--- config.mk ---
export PLATFORM = sky130hd
export DESIGN_NAME = ecc_mont_result_collector
export DESIGN_NICKNAME = d
export VERILOG_FILES = /design/src/rtl/ecc_mont_result_collector.sv
export SDC_FILE = /design/constraint.sdc
export NUM_CORES = 2
export LEC_CHECK = 0
export ABC_CLOCK_PERIOD_IN_PS = 16750
export CORE_AREA = 2 2 320 322
export CTS_CLUSTER_DIAMETER = 100
export DETAILED_ROUTE_END_ITERATION = 10
export DIE_AREA = 0 0 322 324
export DONT_BUFFER_PORTS = 1
export PLACE_DENSITY_LB_ADDON = 0.15
export SETUP_SLACK_MARGIN = 0.2
export SLEW_MARGIN = 10
export SYNTH_ARGS = -nofsm -noshare
export SYNTH_HDL_FRONTEND = slang
export SYNTH_SLANG_ARGS = --single-unit
export TNS_END_PERCENT = 1
--- constraint.sdc ---
create_clock -name clk -period 16.75 [get_ports clk]
set_clock_uncertainty 0.1 [all_clocks]
set_input_delay 4.1875 -clock clk [delete_from_list [all_inputs] [get_ports clk]]
set_output_delay 4.1875 -clock clk [all_outputs]
set_load 0.02 [all_outputs]
--- src/rtl/ecc_mont_result_collector.sv ---
// Montgomery result collector: gathers RADIX-bit result words (LSW first) and the top carry,
// then runs a constant-time conditional subtraction of p. ready_o pulses S_NUM+2 cycles after
// the last word is accepted. There is no backpressure: words arriving outside COLLECT are dropped and flagged.
module ecc_mont_result_collector #(
  parameter int RADIX = 32,
  parameter int S_NUM = 12
) (
  input  logic                     clk,
  input  logic                     reset,
  input  logic                     zeroize,
  input  logic                     start_in,
  input  logic [RADIX*S_NUM-1:0]   p_in,
  input  logic                     res_valid_in,
  input  logic [RADIX-1:0]         res_word_in,
  input  logic                     res_carry_in,
  output logic [RADIX*S_NUM-1:0]   result_o,
  output logic                     ready_o,
  output logic                     busy_o,
  output logic                     err_o
);

  localparam int W     = RADIX * S_NUM;
  localparam int CNT_W = (S_NUM > 1) ? $clog2(S_NUM) : 1;
  localparam logic [CNT_W-1:0] LAST = CNT_W'(S_NUM - 1);

  typedef enum logic [1:0] {IDLE, COLLECT, SUB, DONE} state_t;

  state_t           state_q, state_d;
  logic [CNT_W-1:0] cnt_q, cnt_d;
  logic [W-1:0]     t_q, t_d;          // collected (unreduced) result
  logic [W-1:0]     d_q, d_d;          // T - p, built one word per cycle
  logic             borrow_q, borrow_d;
  logic             carry_q, carry_d;  // bit RADIX*S_NUM of the unreduced result
  logic [W-1:0]     result_q, result_d;
  logic             ready_q, ready_d;
  logic             busy_q, busy_d;
  logic             err_q, err_d;

  int               base;              // bit offset of the current word
  logic [RADIX:0]   sub_diff;          // one word of T - p - borrow, top bit is the new borrow

  // Next-state logic: start_in overrides the FSM; subtraction always walks all S_NUM words
  always_comb begin
    state_d  = state_q;
    cnt_d    = cnt_q;
    t_d      = t_q;
    d_d      = d_q;
    borrow_d = borrow_q;
    carry_d  = carry_q;
    result_d = result_q;
    ready_d  = 1'b0;
    err_d    = 1'b0;

    base     = int'(cnt_q) * RADIX;
    sub_diff = {1'b0, t_q[base +: RADIX]} - {1'b0, p_in[base +: RADIX]}
             - {{RADIX{1'b0}}, borrow_q};

    if (start_in) begin
      // A word arriving together with start is intentionally dropped
      state_d  = COLLECT;
      cnt_d    = '0;
      t_d      = '0;
      d_d      = '0;
      borrow_d = 1'b0;
      carry_d  = 1'b0;
    end else begin
      case (state_q)
        IDLE: begin
          if (res_valid_in) err_d = 1'b1;
        end
        COLLECT: begin
          if (res_valid_in) begin
            t_d[base +: RADIX] = res_word_in;
            if (cnt_q == LAST) begin
              carry_d  = res_carry_in;
              cnt_d    = '0;
              borrow_d = 1'b0;
              state_d  = SUB;
            end else begin
              cnt_d = cnt_q + CNT_W'(1);
            end
          end
        end
        SUB: begin
          if (res_valid_in) err_d = 1'b1;
          d_d[base +: RADIX] = sub_diff[RADIX-1:0];
          borrow_d           = sub_diff[RADIX];
          if (cnt_q == LAST) begin
            cnt_d   = '0;
            state_d = DONE;
          end else begin
            cnt_d = cnt_q + CNT_W'(1);
          end
        end
        DONE: begin
          if (res_valid_in) err_d = 1'b1;
          // D is the answer whenever T + carry*2^W >= p; input < 2p so one subtraction suffices
          result_d = (carry_q | ~borrow_q) ? d_q : t_q;
          ready_d  = 1'b1;
          state_d  = IDLE;
        end
        default: state_d = IDLE;
      endcase
    end

    busy_d = (state_d != IDLE);
  end

  // State registers; zeroize wipes everything exactly like reset
  always_ff @(posedge clk) begin
    if (reset || zeroize) begin
      state_q  <= IDLE;
      cnt_q    <= '0;
      t_q      <= '0;
      d_q      <= '0;
      borrow_q <= 1'b0;
      carry_q  <= 1'b0;
      result_q <= '0;
      ready_q  <= 1'b0;
      busy_q   <= 1'b0;
      err_q    <= 1'b0;
    end else begin
      state_q  <= state_d;
      cnt_q    <= cnt_d;
      t_q      <= t_d;
      d_q      <= d_d;
      borrow_q <= borrow_d;
      carry_q  <= carry_d;
      result_q <= result_d;
      ready_q  <= ready_d;
      busy_q   <= busy_d;
      err_q    <= err_d;
    end
  end

  assign result_o = result_q;
  assign ready_o  = ready_q;
  assign busy_o   = busy_q;
  assign err_o    = err_q;

endmodule

==> After elaboration in Yosys (flattened, before gate mapping) <==
Cells that the tools add are included.
{ "totals": {"wordCells": 57, "regBits": 1163, "out_inout_bits": 387, "inputBits": 422} }
{ "classes": {"add_sub_neg": 4, "n_shift": 5, "muxes": 16, "reduce_logical": 12, "bitwise": 4, "n_eq_ne": 6} }
{ "ops": {"columns": ["operator", "n"], "rows": [
  ["$bwmux 384", 2],
  ["$shiftx 32x33->384", 2],
  ["$shiftx 384x10->32", 2],
  ["$mux 384", 1],
  ["$shift 32x33->384 const A", 1],
  ["$neg 9->33", 1],
  ["$sub 32x32->33", 1],
  ["$sub 33x1->33", 1],
  ["$mux 2", 4],
  ["$mux 4", 2],
  ["$pmux 4 s2", 1],
  ["$pmux 2 s3", 1],
  ["$reduce_and 2->1", 3],
  ["$reduce_and 3->1", 2],
  ["$reduce_or 3->1", 2],
  ["$add 4x1->4 const B", 1],
  ["$eq 2x2->1 const B", 2],
  ["$eq 4x4->1 const B", 1],
  ["$mux 1", 4],
  ["$ne 2x2->1 const B", 2],
  ["$reduce_bool 2->1", 2],
  ["$not 1->1", 3],
  ["$eq 2x1->1 const B", 1],
  ["$logic_not 2->1", 1],
  ["4 further kinds", 4]
]} }

==> Logic depth before layout (Yosys ltp) <==
{ "depth": {"ltp_word": 6, "ltp_mapped": 21} }

==> Least setup slack after synthesis <==
OpenSTA, ideal clock, no wires.
{ "synth_path": {"path_type": "input port to flip-flop", "startpoint": "in p_in[231]", "endpoint": "reg d_q[156]", "arrival_time_ps": 7591, "path_slack_ps": 8989, "setup_ps": 70, "n_path_buf": 1, "stages": 16, "cell_sequence": "mux4_2 -> mux2i_1 -> o21ai_0 -> ha_1 -> inv_1 -> ha_1 -> a2111oi_0 -> o21ai_0 -> a221oi_2 -> o21bai_1 -> a21oi_1 -> o211ai_1 -> xor2_1 -> clkbuf_1 -> nand2_1 -> a21oi_1"} }
{ "synth_via": {"elab_chain_len": 5} }
{ "synth_lines": {"columns": ["element", "line_no", "source"], "rows": [
  ["start, declared", "12", "input logic [RADIX*S_NUM-1:0] p_in,"],
  ["$shiftx 384x10->32", "55", "sub_diff = {1'b0, t_q[base +: RADIX]} - {1'b0, p_in[base +: RADIX]}"],
  ["$sub 32x32->33", "55", null],
  ["$sub 33x1->33", "56", "- {{RADIX{1'b0}}, borrow_q};"],
  ["$shiftx 32x33->384", "86", "d_d[base +: RADIX] = sub_diff[RADIX-1:0];"],
  ["$bwmux 384", "86", null],
  ["end signal, assigned", "115", "d_q <= '0;"],
  ["end signal, assigned", "126", "d_q <= d_d;"],
  ["end, declared", "31", "logic [W-1:0] d_q, d_d;"]
]} }
No other way between the ends.
A chain may end at the register's enable or synchronous reset.

==> Final worst setup path <==
{ "layout_path": {"startpoint": "in p_in[96]", "endpoint": "reg d_q[126]"} }
Same word-level chain as after synthesis.

==> flow_summary.ini <==
[outcome]
outcome = completed

[setup_path]
start_kind = input pin
cp_data_required_time_ns = 17.29
arrival_ns = 9.30
worstPathMaxFanout = 7
timing.rr.end = d_q[246]
rr_worst_depth = 19
r2r_slack_ns = 8.55
crit_type = in -> reg
r2r_start = cnt_q[0]
critPathCaptureType = flop

[synth]
synth_edf_count = 0
async_reset_ff_frac = 0
synth_fp_nets = 6773
yosys.area_share.simple = 0.212
synth_top_family_by_area = simple AND/OR/NAND/NOR gates
ys_types = 55
synthFlopType = dfxtp_1
synth-xor-area-share = 0.00607
synth-seq-cells = 1163
avgSynthCellArea_um2 = 8.27
yosysWarnings = 0
yosys.area_share.adder = 0.0167
yosysSeqAreaShare = 0.448
synth_compound_area_frac = 0.169
netlist_area_mm2 = 0.0519
synthMuxAreaShare = 0.0961
synthCells = 6283

[place]
hpwl_um = 169000
dpl.cell_count = 7060
io_buffer_count = 0
placed_cell_area_mm2 = 0.0525
place.gp.congestion = 1.01

[power]
leakagePower_nw = 16.1
peakVddDrop_mv = 0.0905
power_density_mw_per_mm2 = 105

[cts]
clk_pin_slew_ns = 0.06
cts_resized = 0
clock_path_buffers = 3
clock_sinks = 1163
htreeDepth = 3
clock_latency_ns = 0.72
cts_tree = built
holdBufCountCts = 0
root_buffer = clkbuf_16
post_cts_buffers = 0
cts_buffers = 117

[worst_hold_path]
worstHoldEndpoint = d_q[273]
hold_class = reg -> reg
worstHoldStart = d_q[273]
hold_depth = 2

[routing]
vias_per_cell = 6.86
routed_wl_um = 251000
drt-wirelength-per-cell_um = 34.4
firstDrtPassIters = 8
ant_nets = 0
via_count = 50075
drtIter0Drc = 7517
drc_errors = 0

[timing]
period_needed_ns = 8.76
relSlewSlack = 0.101
whs_ns = 0.351
worstMarginPinSlew_ns = 1.34
rsz0062_at_grt = no
hold_viol_final = 0
finalCritPeriodShare = 0.523
max_freq_mhz = 114
drv_slew = 0
setup_tns_ns = 0
finalSetupViolCount = 0

[final_layout]
final_area_mm2 = 0.0565
final_common_cell = nand2_1
drive_gt1_frac = 0.0915
most-common-layout-cells = nand2_1, dfxtp_1, nor2_1
areaGrowthSynthToFinish_pct = 8.83
fin_cells = 7299
fin_nets = 6360

[floorplan]
fp.dieH_um = 324
die_w_um = 322
dieArea_mm2 = 0.104
initial_core_util = 0.514
core_area_mm2 = 0.101
io_pins = 809
fp-row-count = 117

[grt]
grt_max_degree = 221
gr-usage-all-layers = 0.460
antenna_found_initial = 33
grt_pass1_vias = 43662
grt_pass1_wl_um = 340000
grt-ovfl-total = 0

[job]
cap_violations = 0
[final cells by class]
| cell class | count | area [um2] |
|---|---|---|
| Antenna cell | 24 | 60.1 |
| Clock buffer | 176 | 3470 |
| Clock inverter | 39 | 475 |
| Fill cell | 9344 | 44500 |
| Inverter | 75 | 282 |
| Multi-Input combinational cell | 4416 | 26500 |
| Sequential cell | 1163 | 23300 |
| Tap cell | 1309 | 1640 |
| Timing Repair Buffer | 97 | 820 |
[logic make-up (layout without fill, tap and decap cells)]
family | count (synthesis) | after routing
muxes | 260 | 260
AOI/OAI and AO/OA | 1316 | 1316
buffers and inverters | 704 | 387
adders and majority gates | 68 | 68
and+or+nand+nor | 2736 | 2736
xor gates and xnor gates | 36 | 36
other | 0 | 24
DFF | 1163 | 1163
[per-stage QoR]
step	setup WS [ns]	total power, mW	utilization
5_1_grt	7.86	6.05	0.559
6_report	7.99	5.96	0.560
3_3_place_gp	7.01	3.27	0.520
2_1_floorplan	8.99	3.02	-
3_5_place_dp	7.38	3.28	0.520
4_1_cts	8.13	5.93	0.559
[synthesized netlist by cell type (3+ instances only)]
cell type | count | share of area
nor2b_1 | 4 | 0.00048
buf_2 | 4 | 0.00039
xor2_1 | 16 | 0.0027
nor3_1 | 75 | 0.0072
mux2i_1 | 67 | 0.013
o211ai_1 | 4 | 0.00058
and3_1 | 9 | 0.0011
nand3_1 | 401 | 0.039
nand4_1 | 6 | 0.00072
o21ai_0 | 51 | 0.0049
o31ai_1 | 4 | 0.00058
ha_1 | 66 | 0.016
a21oi_1 | 624 | 0.060
a22oi_1 | 153 | 0.022
nand2b_1 | 8 | 0.00096
buf_1 | 50 | 0.0036
dfxtp_1 | 1163 | 0.45
xnor2_1 | 20 | 0.0034
a211oi_1 | 4 | 0.00058
nand2_1 | 1428 | 0.10
and2_1 | 18 | 0.0022
a311oi_1 | 384 | 0.065
and2_0 | 4 | 0.00048
o21bai_1 | 7 | 0.0010
a21o_1 | 11 | 0.0016
o21a_1 | 4 | 0.00058
clkbuf_1 | 572 | 0.041
or2_2 | 3 | 0.00036
inv_1 | 75 | 0.0054
a32o_1 | 47 | 0.0091
mux4_2 | 191 | 0.083
a31oi_1 | 6 | 0.00072
a2111oi_0 | 3 | 0.00051
nor2_1 | 773 | 0.056
[report_power, final]
group | internal, mW | leakage (nW) | switching, mW
combinational | 0.0997 | 4.82 | 0.376
clock | 1.55 | 1.95 | 1.17
sequential | 2.77 | 9.36 | 0.00121
[registers in the layout (all words and copies together) (netlist names)]
name,flops
result_o,384
cnt_q,4
d_q,384
err_o,1
carry_q,1
t_q,384
busy_o,1
borrow_q,1
state_q,2
ready_o,1
[routing by layer]
metal,up-vias,share of wire,wire [um],GRT usage
li1,21184,-,-,-
met1,24412,0.36,91300,0.589
met2,3769,0.38,95500,0.598
met3,672,0.18,46100,0.257
met4,38,0.071,17700,0.270
met5,-,0.0010,251,0
[worst max path at each step]
stage | startpoint | end | slack (ns) | cells past startpoint
2_1_floorplan | p_in[231] | d_q[156] | 8.99 | 16
3_3_place_gp | p_in[224] | d_q[126] | 7.01 | 16
3_5_place_dp | p_in[224] | d_q[190] | 7.38 | 16
4_1_cts | p_in[224] | d_q[190] | 8.13 | 16
5_1_grt | p_in[96] | d_q[190] | 7.86 | 16
6_report | p_in[96] | d_q[126] | 7.99 | 16
[critical path: stages]
cell	delay [ns]
mux4_2	0.56
mux2i_1	0.20
nor2_1	0.06
a21oi_1	0.22
fa_1	0.38
inv_1	0.11
fa_2	0.44
and3b_1	0.23
o21ai_0	0.22
a221oi_2	0.14
o21bai_1	0.62
a21oi_1	0.27
o31ai_1	0.39
o21ai_0	0.28
xnor2_2	0.77
a32o_1	0.22
Note: power is estimated with default switching activity, not from simulation.
